`config.mk`:
```
export PLATFORM = sky130hd
export DESIGN_NAME = control_seq
export DESIGN_NICKNAME = d
export VERILOG_FILES = /design/src/rtl/control_seq_pkg.sv /design/src/rtl/control_seq.sv
export SDC_FILE = /design/constraint.sdc
export NUM_CORES = 1
export LEC_CHECK = 0
export BUFFER_PORTS_ARGS = -buffer_cell sky130_fd_sc_hd__buf_2
export CAP_MARGIN = 20
export CORE_AREA = 2 2 39 41
export CTS_BUF_LIST = sky130_fd_sc_hd__clkbuf_16
export DETAILED_ROUTE_END_ITERATION = 10
export DIE_AREA = 0 0 41 43
export GPL_TIMING_DRIVEN = 0
export SYNTH_ARGS = -nofsm -noshare
export SYNTH_HDL_FRONTEND = slang
export SYNTH_SLANG_ARGS = --single-unit
```
`constraint.sdc`:
```
create_clock -name clk -period 1.2 [get_ports clk]
set_input_delay 0.12 -clock clk [delete_from_list [all_inputs] [get_ports clk]]
set_output_delay 0.12 -clock clk [all_outputs]
set_load 0.1 [all_outputs]
```
`src/rtl/control_seq_pkg.sv`:
```
// rtl/control_seq_pkg.sv - shared types for the accumulator CPU instruction sequencer
//
// Purpose: opcode and sequencer-state encodings shared by control_seq and its bench.
// Ports: none (package).
package control_seq_pkg;

  // Sequencer states per instruction; the top checks its parameter against this.
  localparam int STATE_COUNT = 8;

  // Opcode encoding held in the instruction register.
  typedef enum logic [2:0] {
    HLT = 3'd0,
    SKZ = 3'd1,
    ADD = 3'd2,
    AND = 3'd3,
    XOR = 3'd4,
    LDA = 3'd5,
    STO = 3'd6,
    JMP = 3'd7
  } opcode_t;

  // One state per clock; the encoding order is the execution order.
  typedef enum logic [2:0] {
    INST_ADDR  = 3'd0,
    INST_FETCH = 3'd1,
    INST_LOAD  = 3'd2,
    IDLE       = 3'd3,
    OP_ADDR    = 3'd4,
    OP_FETCH   = 3'd5,
    ALU_OP     = 3'd6,
    STORE      = 3'd7
  } state_t;

  // Instructions whose result is written into the accumulator.
  function automatic logic is_aluop(opcode_t op);
    return (op == ADD) || (op == AND) || (op == XOR) || (op == LDA);
  endfunction

endpackage

```
`src/rtl/control_seq.sv`:
```
// rtl/control_seq.sv - 8-state instruction sequencer issuing all datapath strobes
//
// Purpose: steps INST_ADDR..STORE once per instruction and decodes the memory,
//          IR, PC and accumulator strobes from the registered state plus the
//          current opcode and zero flag. HLT parks the sequencer at OP_ADDR.
// Ports:
//   clk      in   system clock, state advances on posedge
//   rst      in   synchronous active-high reset
//   opcode   in   opcode from the instruction register
//   zero     in   accumulator-is-zero flag (used only in ALU_OP)
//   mem_rd   out  memory read enable
//   load_ir  out  instruction register load
//   halt     out  processor halted
//   inc_pc   out  program counter increment
//   load_ac  out  accumulator load from ALU output
//   load_pc  out  program counter load (jump)
//   mem_wr   out  memory write enable
//   state    out  current sequencer state
module control_seq
  import control_seq_pkg::*;
#(
  parameter int NUM_STATES = 8
) (
  input  logic    clk,
  input  logic    rst,
  input  opcode_t opcode,
  input  logic    zero,
  output logic    mem_rd,
  output logic    load_ir,
  output logic    halt,
  output logic    inc_pc,
  output logic    load_ac,
  output logic    load_pc,
  output logic    mem_wr,
  output state_t  state
);

  // The state encoding and wrap-around rely on exactly eight states.
  if (NUM_STATES != STATE_COUNT) begin : g_bad_num_states
    $error("control_seq: NUM_STATES must be 8");
  end

  state_t state_q, state_d;
  logic   halted_q, halted_d;
  logic   aluop;
  logic   halt_now;

  always_ff @(posedge clk) begin
    if (rst) begin
      state_q  <= INST_ADDR;
      halted_q <= 1'b0;
    end else begin
      state_q  <= state_d;
      halted_q <= halted_d;
    end
  end

  // A HLT seen in OP_ADDR latches the halted flag; from then on the sequencer
  // stays in OP_ADDR regardless of what the IR holds.
  always_comb begin
    halt_now = halted_q || ((state_q == OP_ADDR) && (opcode == HLT));
    halted_d = halt_now;
    state_d  = halt_now ? OP_ADDR : state_t'(state_q + 3'd1);
  end

  assign aluop = is_aluop(opcode);

  always_comb begin
    mem_rd  = 1'b0;
    load_ir = 1'b0;
    halt    = 1'b0;
    inc_pc  = 1'b0;
    load_ac = 1'b0;
    load_pc = 1'b0;
    mem_wr  = 1'b0;
    unique case (state_q)
      INST_ADDR: ;
      INST_FETCH: mem_rd = 1'b1;
      INST_LOAD, IDLE: begin
        mem_rd  = 1'b1;
        load_ir = 1'b1;
      end
      OP_ADDR: begin
        // Halted parking suppresses the operand-address PC step.
        if (halted_q || (opcode == HLT)) halt = 1'b1;
        else inc_pc = 1'b1;
      end
      OP_FETCH: mem_rd = aluop;
      ALU_OP: begin
        mem_rd  = aluop;
        load_ac = aluop;
        inc_pc  = (opcode == SKZ) && zero;  // skip the next instruction
        load_pc = (opcode == JMP);
      end
      STORE: begin
        mem_rd  = aluop;
        load_ac = aluop;
        inc_pc  = (opcode == JMP);
        load_pc = (opcode == JMP);
        mem_wr  = (opcode == STO);
      end
    endcase
  end

  assign state = state_q;

endmodule

```
==> qor.csv, run 1 <==
metric,value,unit
status,"finished, violations left",
failing checks,negative setup slack,
Initial DRC Count,2,
fillcell total,117,
Area Overhead vs Synth,157.1,%
Mapped Cells,40,
"delay-heaviest family, CP",simple AND/OR/NAND/NOR gates,
Hold Fails Final Rpt,0,
area of the mapped netlist,332.8,um2
Core Rows,14,
largest net degree at the start of global routing,8,
"Buf+Inv Stages, Crit Path",2,
"Async S/R FF share, synth",0,
TritonCTS buffer count,3,
Post-Layout Cell Count,84,
"EDFF count, synth",0,
H-Tree Depth,1,
Reg2Reg Capture Point,state[1]$_SDFF_PP0_,
WL final,936,um
# port buffers,15,
chip width,41,um
gp weighted congestion,0.6367,
crit-path cells,"inv_4, ha_4, nand4_1, or3_4, nand3_4, buf_12",
Critical Path Start Type,flip-flop,
fin crit share,1.346,
most instantiated cells after synthesis,"ha_1 (6), nor2_1 (6), dfxtp_1 (4), inv_1 (4)",
Hold Path Sink,state[1]$_SDFF_PP0_,
Slew @ Worst Pin,0.4845,ns
Hold/Removal Path Class,input pin to flip-flop,
Crit path depth,6,
post-detail-place hpwl,658.8,um
setup total negative slack,-2.287,ns
R2R Path Start,state[1]$_SDFF_PP0_,
IO Pins,16,
hold_buf cts,0,
Skew-Pair Late Insertion Delay,0.22,ns
Initial Util,0.2405,
"Remaining Overflow, GRT",0,
setup violators final,7,
Place WS,-0.4519,ns
Synth area leader,dfxtp_1,
crit path kind,flip-flop to output port,
vias in the first global route,393,
Clock transition at path regs,0.03,ns
top cell type's share of synthesized area,0.2406,
Syn Nets,52,
Netlist cell types,20,
largest cells by area after synthesis,"dfxtp_1 (24%), ha_1 (23%), nor2_1 (6.8%)",
post-synthesis sequential area ratio,0.2406,
CP max FO,5,
syn avg cell area,8.320,um2
MaxCap Viol Count,0,
Fmax,619.0,MHz
Num Clock Sinks,4,
clk_skew,0.003101,ns
reg2reg setup slack,0.06,ns
TritonCTS clock tree,yes,
share of layout cells above drive strength 1,0.7647,
Synth Flop Type,dfxtp_1,
placed cells,71,
diode count,0,
drt pass-1 iters,2,
die footprint,0.001763,mm2
Final #Nets,81,
Max Transition Viols Final,0,
Pwr Density,1351,mW/mm2
Tot Pwr,1.157,mW
Reg area,91.34,um2
initial antenna violation count,0,
CP peak stage delay,0.35,ns
wire per inst,11.14,um
via count,383,
HP Start,rst,
core area,0.001384,mm2
minimum clock period,1.616,ns
Hold Path Stages,2,
drc violations,0,
area of the multi-input gates,384.1,um2
CP endpoint kind,output port,
P_leak,0.3485,nW
Yosys reg bits,4,
CP Data Required Time,1.08,ns
Root Buffer,clkbuf_16,
first-pass GRT wire length,1552,um
CTS Buffer Depth,2,
final setup margin,-0.4156,ns
CP max stage cell,dfxtp_4,
VDD IR-drop max,1.135,mV
RSZ-0062 raised after global routing,true,
vias per cell,4.560,
Ys Warns,0,
"Arr. time, crit path",1.50,ns
worst-case reg-to-reg path depth,5,
Total GRT Usage,0.1263,
Slew headroom,0.6747,
die height,43,um
post-route ant nets,0,
placed cells by master (no fill, tap or decap):
master | Yosys | routed
o21ai_1 | 0 | 1
nand3_1 | 2 | 1
buf_2 | 0 | 7
inv_4 | 0 | 2
or3_4 | 0 | 2
buf_4 | 1 | 10
nand2_4 | 0 | 1
a31o_1 | 1 | 1
inv_1 | 4 | 3
a21oi_4 | 0 | 1
nor3_2 | 1 | 1
nor3_1 | 1 | 1
clkbuf_16 | 0 | 3
dfxtp_4 | 0 | 3
o221ai_4 | 0 | 1
and4b_4 | 0 | 1
nand3_4 | 0 | 1
nor2_1 | 6 | 3
xnor2_1 | 1 | 1
a31oi_2 | 0 | 1
ha_4 | 0 | 5
nand4_1 | 2 | 2
buf_12 | 0 | 7
buf_6 | 0 | 1
ha_1 | 6 | 1
dfxtp_1 | 4 | 1
a21o_2 | 0 | 1
a21oi_1 | 2 | 1
nor2_4 | 0 | 3
nor3b_2 | 1 | 1
layer usage:
metal	GRT usage	wire length (um)
met2	0.2219	522
met5	0	0
met3	0.01571	49
met1	0.1374	364
met4	0.06000	0
where the power goes:
group / internal (mW) / switching (mW)
logic: 0.177 / 0.296
registers: 0.145 / 0.0183
clock network: 0.430 / 0.0900
total: 0.752 / 0.404
what timing repair did:
action                                  in CTS  in global routing
pin swaps                                    3                  6
gates resized for setup                     27                  8
buffers inserted                             7                  2
endpoints found under the setup margin       7                 11
flip-flops by register name, summed over array words and instances (netlist names):
name	cells
halted_q	1
state	3
worst max-delay path by stage:
stage,slack (ns),end,from
detailed placement,-0.45,inc_pc,state[0]$_SDFF_PP0_
CTS,-0.44,inc_pc,state[0]$_SDFF_PP0_
finish,-0.42,inc_pc,state[0]$_SDFF_PP0_
global placement,-0.44,inc_pc,state[0]$_SDFF_PP0_
floorplan,-0.38,inc_pc,state[1]$_SDFF_PP0_
global route,-0.47,inc_pc,state[0]$_SDFF_PP0_
cell type report:
class                      instances  area share
multi-input combinational         31      0.4488
timing repair buffer              24      0.2924
sequential                         4      0.1067
clock buffer                       3     0.08772
inverter                           4     0.02339
tap                               16     0.02339
buffer                             1     0.01316
clock inverter                     1    0.004386
through the flow:
stage	util	instance area [um2]	hold slack, ns
floorplan	-	473.0	0.1794
global placement	0.4105	568.0	0.3284
detailed placement	0.4105	568.0	0.3289
CTS	0.5796	802.0	0.09812
global route	0.6184	855.8	0.1055
finish	0.6184	855.8	0.1016
worst reg2reg max path, cell delays in order (launching register included):
cell,delay [ns]
dfxtp_4,0.38
inv_4,0.05
ha_4,0.16
buf_4,0.13
a31o_1,0.19
nor3b_2,0.14
cells by family after synthesis:
logic type,after synthesis,synth area share
AO/OA/AOI/OAI,7,0.1391
XOR/XNOR,1,0.02632
adder cells (fa/ha/maj),6,0.2256
buffers and inverters,5,0.06766
flip-flops,4,0.2406
AND/OR/NAND/NOR,17,0.3007
No activity file was read; power rests on OpenSTA's default activity.
==> run 2: changes to the inputs <==
- CELL_PAD_IN_SITES_DETAIL_PLACEMENT: unset -> 1
- CELL_PAD_IN_SITES_GLOBAL_PLACEMENT: unset -> 1
- PLACE_DENSITY_LB_ADDON: unset -> 0.1
==> run 2 against run 1 <==
The flow still finishes with violations (negative setup slack); sequential cell count unchanged; highest routed layer is now met4; non-clock buffer count down 1; final area down 1.3%; via count up 5.5%; clock power up 2%; sequential power about the same; worst hold slack better by 0.0085 ns; setup slack worse by 0.028 ns; die area unchanged; utilization down 0.81 points; routed wire length up 25%.
==> qor.csv, run 2 (synthesis results as in run 1) <==
metric,value,unit,change
CP Launch Point,state[0]$_SDFF_PP0_,,unchanged
post-detail-place hpwl,800.8,um,was 658.8 um
hold_buf cts,0,,unchanged
CP Data Required Time,1.08,ns,about the same
CP max FO,5,,unchanged
minimum clock period,1.643,ns,was 1.616 ns
Root Buffer,clkbuf_16,,unchanged
post-route ant nets,0,,unchanged
IO Pins,16,,unchanged
final setup margin,-0.4434,ns,was -0.4156 ns
clk_skew,0.003514,ns,was 0.003101 ns
Final #Nets,80,,was 81
wire per inst,14.10,um,was 11.14 um
TritonCTS clock tree,yes,,unchanged
status,"finished, violations left",,unchanged
die footprint,0.001763,mm2,unchanged
"Remaining Overflow, GRT",0,,unchanged
Initial DRC Count,3,,was 2
core area,0.001384,mm2,unchanged
crit path kind,flip-flop to output port,,unchanged
Slew headroom,0.6775,,was 0.6747
fin crit share,1.369,,was 1.346
H-Tree Depth,1,,unchanged
share of layout cells above drive strength 1,0.7612,,was 0.7647
MaxCap Viol Count,0,,unchanged
first-pass GRT wire length,1787,um,was 1552 um
Post-Layout Cell Count,83,,was 84
TritonCTS buffer count,3,,unchanged
chip width,41,um,unchanged
CP peak stage delay,0.36,ns,was 0.35 ns
failing checks,negative setup slack,,unchanged
# port buffers,15,,unchanged
initial antenna violation count,0,,unchanged
RSZ-0062 raised after global routing,true,,unchanged
CP max stage cell,or3_4,,was dfxtp_4
diode count,0,,unchanged
"commonest non-fill, non-tap cell in the layout",buf_4,,unchanged
vias in the first global route,413,,was 393
die height,43,um,unchanged
Skew-Pair Late Insertion Delay,0.23,ns,was 0.22 ns
Pwr Density,1392,mW/mm2,was 1351 mW/mm2
Num Clock Sinks,4,,unchanged
Critical Path Start Type,flip-flop,,unchanged
Max Transition Viols Final,0,,unchanged
Place WS,-0.4624,ns,was -0.4519 ns
Slew @ Worst Pin,0.4803,ns,was 0.4845 ns
Fmax,608.5,MHz,was 619.0 MHz
R2R Path Start,state[0]$_SDFF_PP0_,,was state[1]$_SDFF_PP0_
Top Layer Used,met4,,was met3
routed wire length on met2,682,um,was 522 um
crit-path cells,"inv_4, ha_4, nand4_1, or3_4, nand3_4, buf_12",,unchanged
VDD IR-drop max,1.011,mV,was 1.135 mV
Core Rows,14,,unchanged
via count,404,,was 383
HP Start,rst,,unchanged
Hold/Removal Path Class,input pin to flip-flop,,unchanged
Initial Util,0.2405,,unchanged
CP endpoint kind,output port,,unchanged
placed cells,71,,unchanged
setup total negative slack,-2.428,ns,was -2.287 ns
setup violators final,7,,unchanged
WL met1,397,um,was 364 um
max reg flops,3,,unchanged
Total GRT Usage,0.1606,,was 0.1263
gp weighted congestion,0.6369,,was 0.6367
hold slack,0.1101,ns,was 0.1016 ns
drc violations,0,,unchanged
largest net degree at the start of global routing,8,,unchanged
WL met3,66,um,was 49 um
Clock transition at path regs,0.03,ns,about the same
P_leak,0.3437,nW,was 0.3485 nW
Tot Pwr,1.175,mW,was 1.157 mW
Hold Fails Final Rpt,0,,unchanged
Area Overhead vs Synth,153.8,%,was 157.1%
CTS Buffer Depth,2,,unchanged
drt pass-1 iters,2,,unchanged
most frequent cells in the layout,"buf_4 (10), buf_12 (7), buf_2 (6)",,"was buf_4 (10), buf_2 (7), buf_12 (7)"
WL final,1170,um,was 936 um
"Arr. time, crit path",1.52,ns,was 1.50 ns
vias per cell,4.867,,was 4.560
[run 2: changes by cell type in the layout (fill, tap and decap cells not counted)]
cell     before  now
buf_2         7    6
inv_1         3    2
a31oi_1       0    1
a31oi_2       1    0
inv_2         0    1
[run 2: final timing paths]
kind | slack [ns] | end | cells after the start
setup reg to reg | 0.09 | state[2]$_SDFF_PP0_ | 4
hold / removal | 0.11 | state[1]$_SDFF_PP0_ | 2
setup / recovery | -0.44 | inc_pc | 6
hold reg to reg | 0.54 | state[0]$_SDFF_PP0_ | 2
[run 2: per-stage QoR]
| stage | utilization | instance area (um2) |
|---|---|---|
| 4_1_cts | 0.5759 | 797.0 |
| 2_1_floorplan | - | 473.0 |
| 3_3_place_gp | 0.4105 | 568.0 |
| 6_report | 0.6103 | 844.6 |
| 5_1_grt | 0.6103 | 844.6 |
| 3_5_place_dp | 0.4105 | 568.0 |
[run 2: area by class of cell]
cell class | count | area [um2]
sequential | 4 | 91.34
fill | 141 | 539.3
clock buffer | 3 | 75.07
tap | 16 | 20.02
clock inverter | 1 | 3.754
timing repair buffer | 23 | 245.2
multi-input combinational | 31 | 377.9
inverter | 4 | 20.02
buffer | 1 | 11.26
[run 2: where the power goes]
part | internal, mW | total (mW) | switching, mW
registers | 0.145 | 0.163 | 0.0178
logic | 0.179 | 0.482 | 0.303
clock network | 0.430 | 0.530 | 0.0997
[run 2: what timing repair did]
| action | in CTS | in global routing |
|---|---|---|
| pin swaps | 3 | 2 |
| endpoints found under the setup margin | 7 | 7 |
| buffers inserted | 6 | 2 |
| resized for setup | 29 | 7 |
[run 2: layer usage]
layer | up-vias | track usage
li1 | 195 | -
met1 | 192 | 0.1415
met2 | 13 | 0.2688
met3 | 4 | 0.07853
met4 | 0 | 0.1000
met5 | - | 0
[run 2: critical path, delay by kind of cell (launching register included)]
| family | cells | cell delay, ns |
|---|---|---|
| adders and majority gates | 1 | 0.15 |
| and+or+nand+nor | 3 | 0.57 |
| buffers and inverters | 2 | 0.24 |
| DFF | 1 | 0.34 |
==> run 3: changes to the inputs <==
- ABC_AREA: unset -> 1
- CELL_PAD_IN_SITES_GLOBAL_PLACEMENT: 1 -> 2
- CORE_AREA: 2 2 39 41 -> unset
- CORE_MARGIN: unset -> 1
- CORE_UTILIZATION: unset -> 19
- DIE_AREA: 0 0 41 43 -> unset
==> run 3 against run 2 <==
The run still ends with negative setup slack left; final area increased by 0.74%; highest routed layer unchanged; sequential cell count unchanged; total power decreased by 7.3%; sequential power about the same.
==> qor.csv, run 3 <==
metric,value,unit,change
die height,45.40,um,was 43 um
share of layout cells above drive strength 1,0.6753,,was 0.7612
first-pass GRT wire length,1545,um,was 1787 um
final setup margin,-0.3692,ns,was -0.4434 ns
Slew headroom,0.6803,,was 0.6775
largest cells by area after synthesis,"dfxtp_1 (22%), ha_1 (21%), inv_1 (13%)",,"was dfxtp_1 (24%), ha_1 (23%), nor2_1 (6.8%)"
drt pass-1 iters,1,,was 2
R2R Path Start,state[1]$_SDFF_PP0_,,was state[0]$_SDFF_PP0_
Hold Fails Final Rpt,0,,unchanged
Critical Path Start Type,flip-flop,,unchanged
Place WS,-0.3817,ns,was -0.4624 ns
"EDFF count, synth",0,,unchanged
die footprint,0.002061,mm2,was 0.001763 mm2
core area,0.001745,mm2,was 0.001384 mm2
gp weighted congestion,0.6338,,was 0.6369
placed cells,93,,was 71
via count,411,,was 404
Yosys reg bits,4,,unchanged
post-route ant nets,0,,unchanged
hold_buf cts,0,,unchanged
Max Transition Viols Final,0,,unchanged
final core utilization,0.4875,,was 0.6103
worst-case reg-to-reg path depth,4,,unchanged
"count leader, synth",inv_1,,
Tot Pwr,1.090,mW,was 1.175 mW
CP max FO,4,,was 5
Initial Util,0.2050,,was 0.2405
crit path kind,flip-flop to output port,,unchanged
max reg flops,3,,unchanged
H-Tree Depth,1,,unchanged
syn avg cell area,6.752,um2,was 8.320 um2
Syn Nets,65,,was 52
"Arr. time, crit path",1.45,ns,was 1.52 ns
Reg2Reg Capture Point,state[2]$_SDFF_PP0_,,unchanged
Skew-Pair Late Insertion Delay,0.23,ns,about the same
Post-Layout Cell Count,102,,was 83
initial antenna violation count,0,,unchanged
Root Buffer,clkbuf_16,,unchanged
Clock transition at path regs,0.03,ns,about the same
Total GRT Usage,0.1142,,was 0.1606
Ys Warns,0,,unchanged
CP Capture Point,mem_rd,,was inc_pc
Pwr Density,1281,mW/mm2,was 1392 mW/mm2
most frequent cells in the layout,"inv_1 (10), buf_4 (8), nand2_1 (7)",,"was buf_4 (10), buf_12 (7), buf_2 (6)"
# port buffers,15,,unchanged
setup violators final,7,,unchanged
clk_skew,0.002220,ns,was 0.003514 ns
vias per cell,4.029,,was 4.867
"Async S/R FF share, synth",0,,unchanged
MaxCap Viol Count,0,,unchanged
status,"finished, violations left",,unchanged
fillcell total,198,,was 141
P_leak,0.3950,nW,was 0.3437 nW
CP Launch Point,state[1]$_SDFF_PP0_,,was state[0]$_SDFF_PP0_
Area Overhead vs Synth,137.8,%,was 153.8%
vias in the first global route,381,,was 413
TritonCTS clock tree,yes,,unchanged
fin crit share,1.308,,was 1.369
"commonest non-fill, non-tap cell in the layout",inv_1,,was buf_4
area of the mapped netlist,357.8,um2,was 332.8 um2
failing checks,negative setup slack,,unchanged
CP endpoint kind,output port,,unchanged
Slew @ Worst Pin,0.4828,ns,was 0.4803 ns
top cell type's share of synthesized area,0.2238,,was 0.2406
most instantiated cells after synthesis,"inv_1 (12), nand2_1 (10), ha_1 (6)",,"was ha_1 (6), nor2_1 (6), dfxtp_1 (4), inv_1 (4)"
minimum clock period,1.569,ns,was 1.643 ns
drc violations,0,,unchanged
Mapped Cells,53,,was 40
HP Start,rst,,unchanged
Num Clock Sinks,4,,unchanged
VDD IR-drop max,0.9990,mV,was 1.011 mV
CTS Buffer Depth,2,,unchanged
Synth area leader,dfxtp_1,,unchanged
Hold/Removal Path Class,input pin to flip-flop,,unchanged
WL final,984,um,was 1170 um
hold slack,0.1462,ns,was 0.1101 ns
Final #Nets,90,,was 80
wire per inst,9.647,um,was 14.10 um
Initial DRC Count,0,,was 3
IO Pins,16,,unchanged
RSZ-0062 raised after global routing,true,,unchanged
Netlist cell types,15,,was 20
post-detail-place hpwl,758.3,um,was 800.8 um
chip width,45.40,um,was 41 um
Core Rows,15,,was 14
post-synthesis sequential area ratio,0.2238,,was 0.2406
Synth Flop Type,dfxtp_1,,unchanged
Fmax,637.3,MHz,was 608.5 MHz
reg2reg setup slack,0.06,ns,was 0.09 ns
"Remaining Overflow, GRT",0,,unchanged
CP Data Required Time,1.08,ns,about the same
TritonCTS buffer count,3,,unchanged
diode count,0,,unchanged
largest net degree at the start of global routing,6,,was 8
-- run 3: changes by cell type in the layout (fill, tap and decap cells not counted), sizes merged, moves of 2 or more --
cell / delta
or3: -2
inv: +8
nand2: +10
nand3: +4
a21oi: +2
buf: -4
-- run 3: how the worst min path moves through the flow --
stage	end	depth (start not counted)
4_1_cts	state[2]$_SDFF_PP0_	3
3_5_place_dp	state[2]$_SDFF_PP0_	3
3_3_place_gp	state[2]$_SDFF_PP0_	3
2_1_floorplan	state[2]$_SDFF_PP0_	2
5_1_grt	state[2]$_SDFF_PP0_	3
6_report	state[2]$_SDFF_PP0_	3
-- run 3: cell families after synthesis --
group / after synthesis / share of synthesized area
DFF: 4 / 0.2238
AOI/OAI and AO/OA: 5 / 0.07693
buffers and inverters: 12 / 0.1259
adders and majority gates: 6 / 0.2098
and+or+nand+nor: 26 / 0.3637
-- run 3: metrics by stage --
step                cell area [um2]  TNS [ns]
floorplan                     493.0    -3.515
global placement              599.3    -1.644
detailed placement            599.3    -1.673
CTS                           828.3    -1.874
global route                  850.8    -2.084
finish                        850.8    -1.798
-- run 3: worst max-delay path, cell delays in order, from the launching register on --
cell and delay [ns]:
dfxtp_4 0.36, ha_4 0.18, ha_4 0.15, o21bai_4 0.16, a21oi_2 0.15, nand2_4 0.07, buf_12 0.16
-- run 3: layout make-up --
type / instances / area, um2 / share of cell area
tap: 25 / 31.28 / 0.03676
clock buffer: 3 / 75.07 / 0.08824
sequential: 4 / 91.34 / 0.1074
timing repair buffer: 20 / 210.2 / 0.2471
inverter: 12 / 47.55 / 0.05588
clock inverter: 1 / 3.754 / 0.004412
multi-input combinational: 37 / 391.6 / 0.4603
-- run 3: metal layers --
layer	vias up	wire length [um]	GRT usage
li1	213	-	-
met1	183	403	0.1205
met2	11	528	0.1857
met3	4	25	0.02381
met4	0	27	0.1091
met5	-	0	0
-- run 3: power breakdown --
part | total [mW] | internal, mW | switching [mW]
sequential | 0.161 | 0.144 | 0.0168
clock | 0.530 | 0.430 | 0.0992
combinational | 0.400 | 0.127 | 0.272
total | 1.09 | 0.702 | 0.388
-- run 3: what timing repair did --
item / in CTS / in global routing
setup endpoints to repair: 11 / 9
pin swaps: 3 / 5
resized for setup: 32 / 5
buffers inserted: 4 / 1
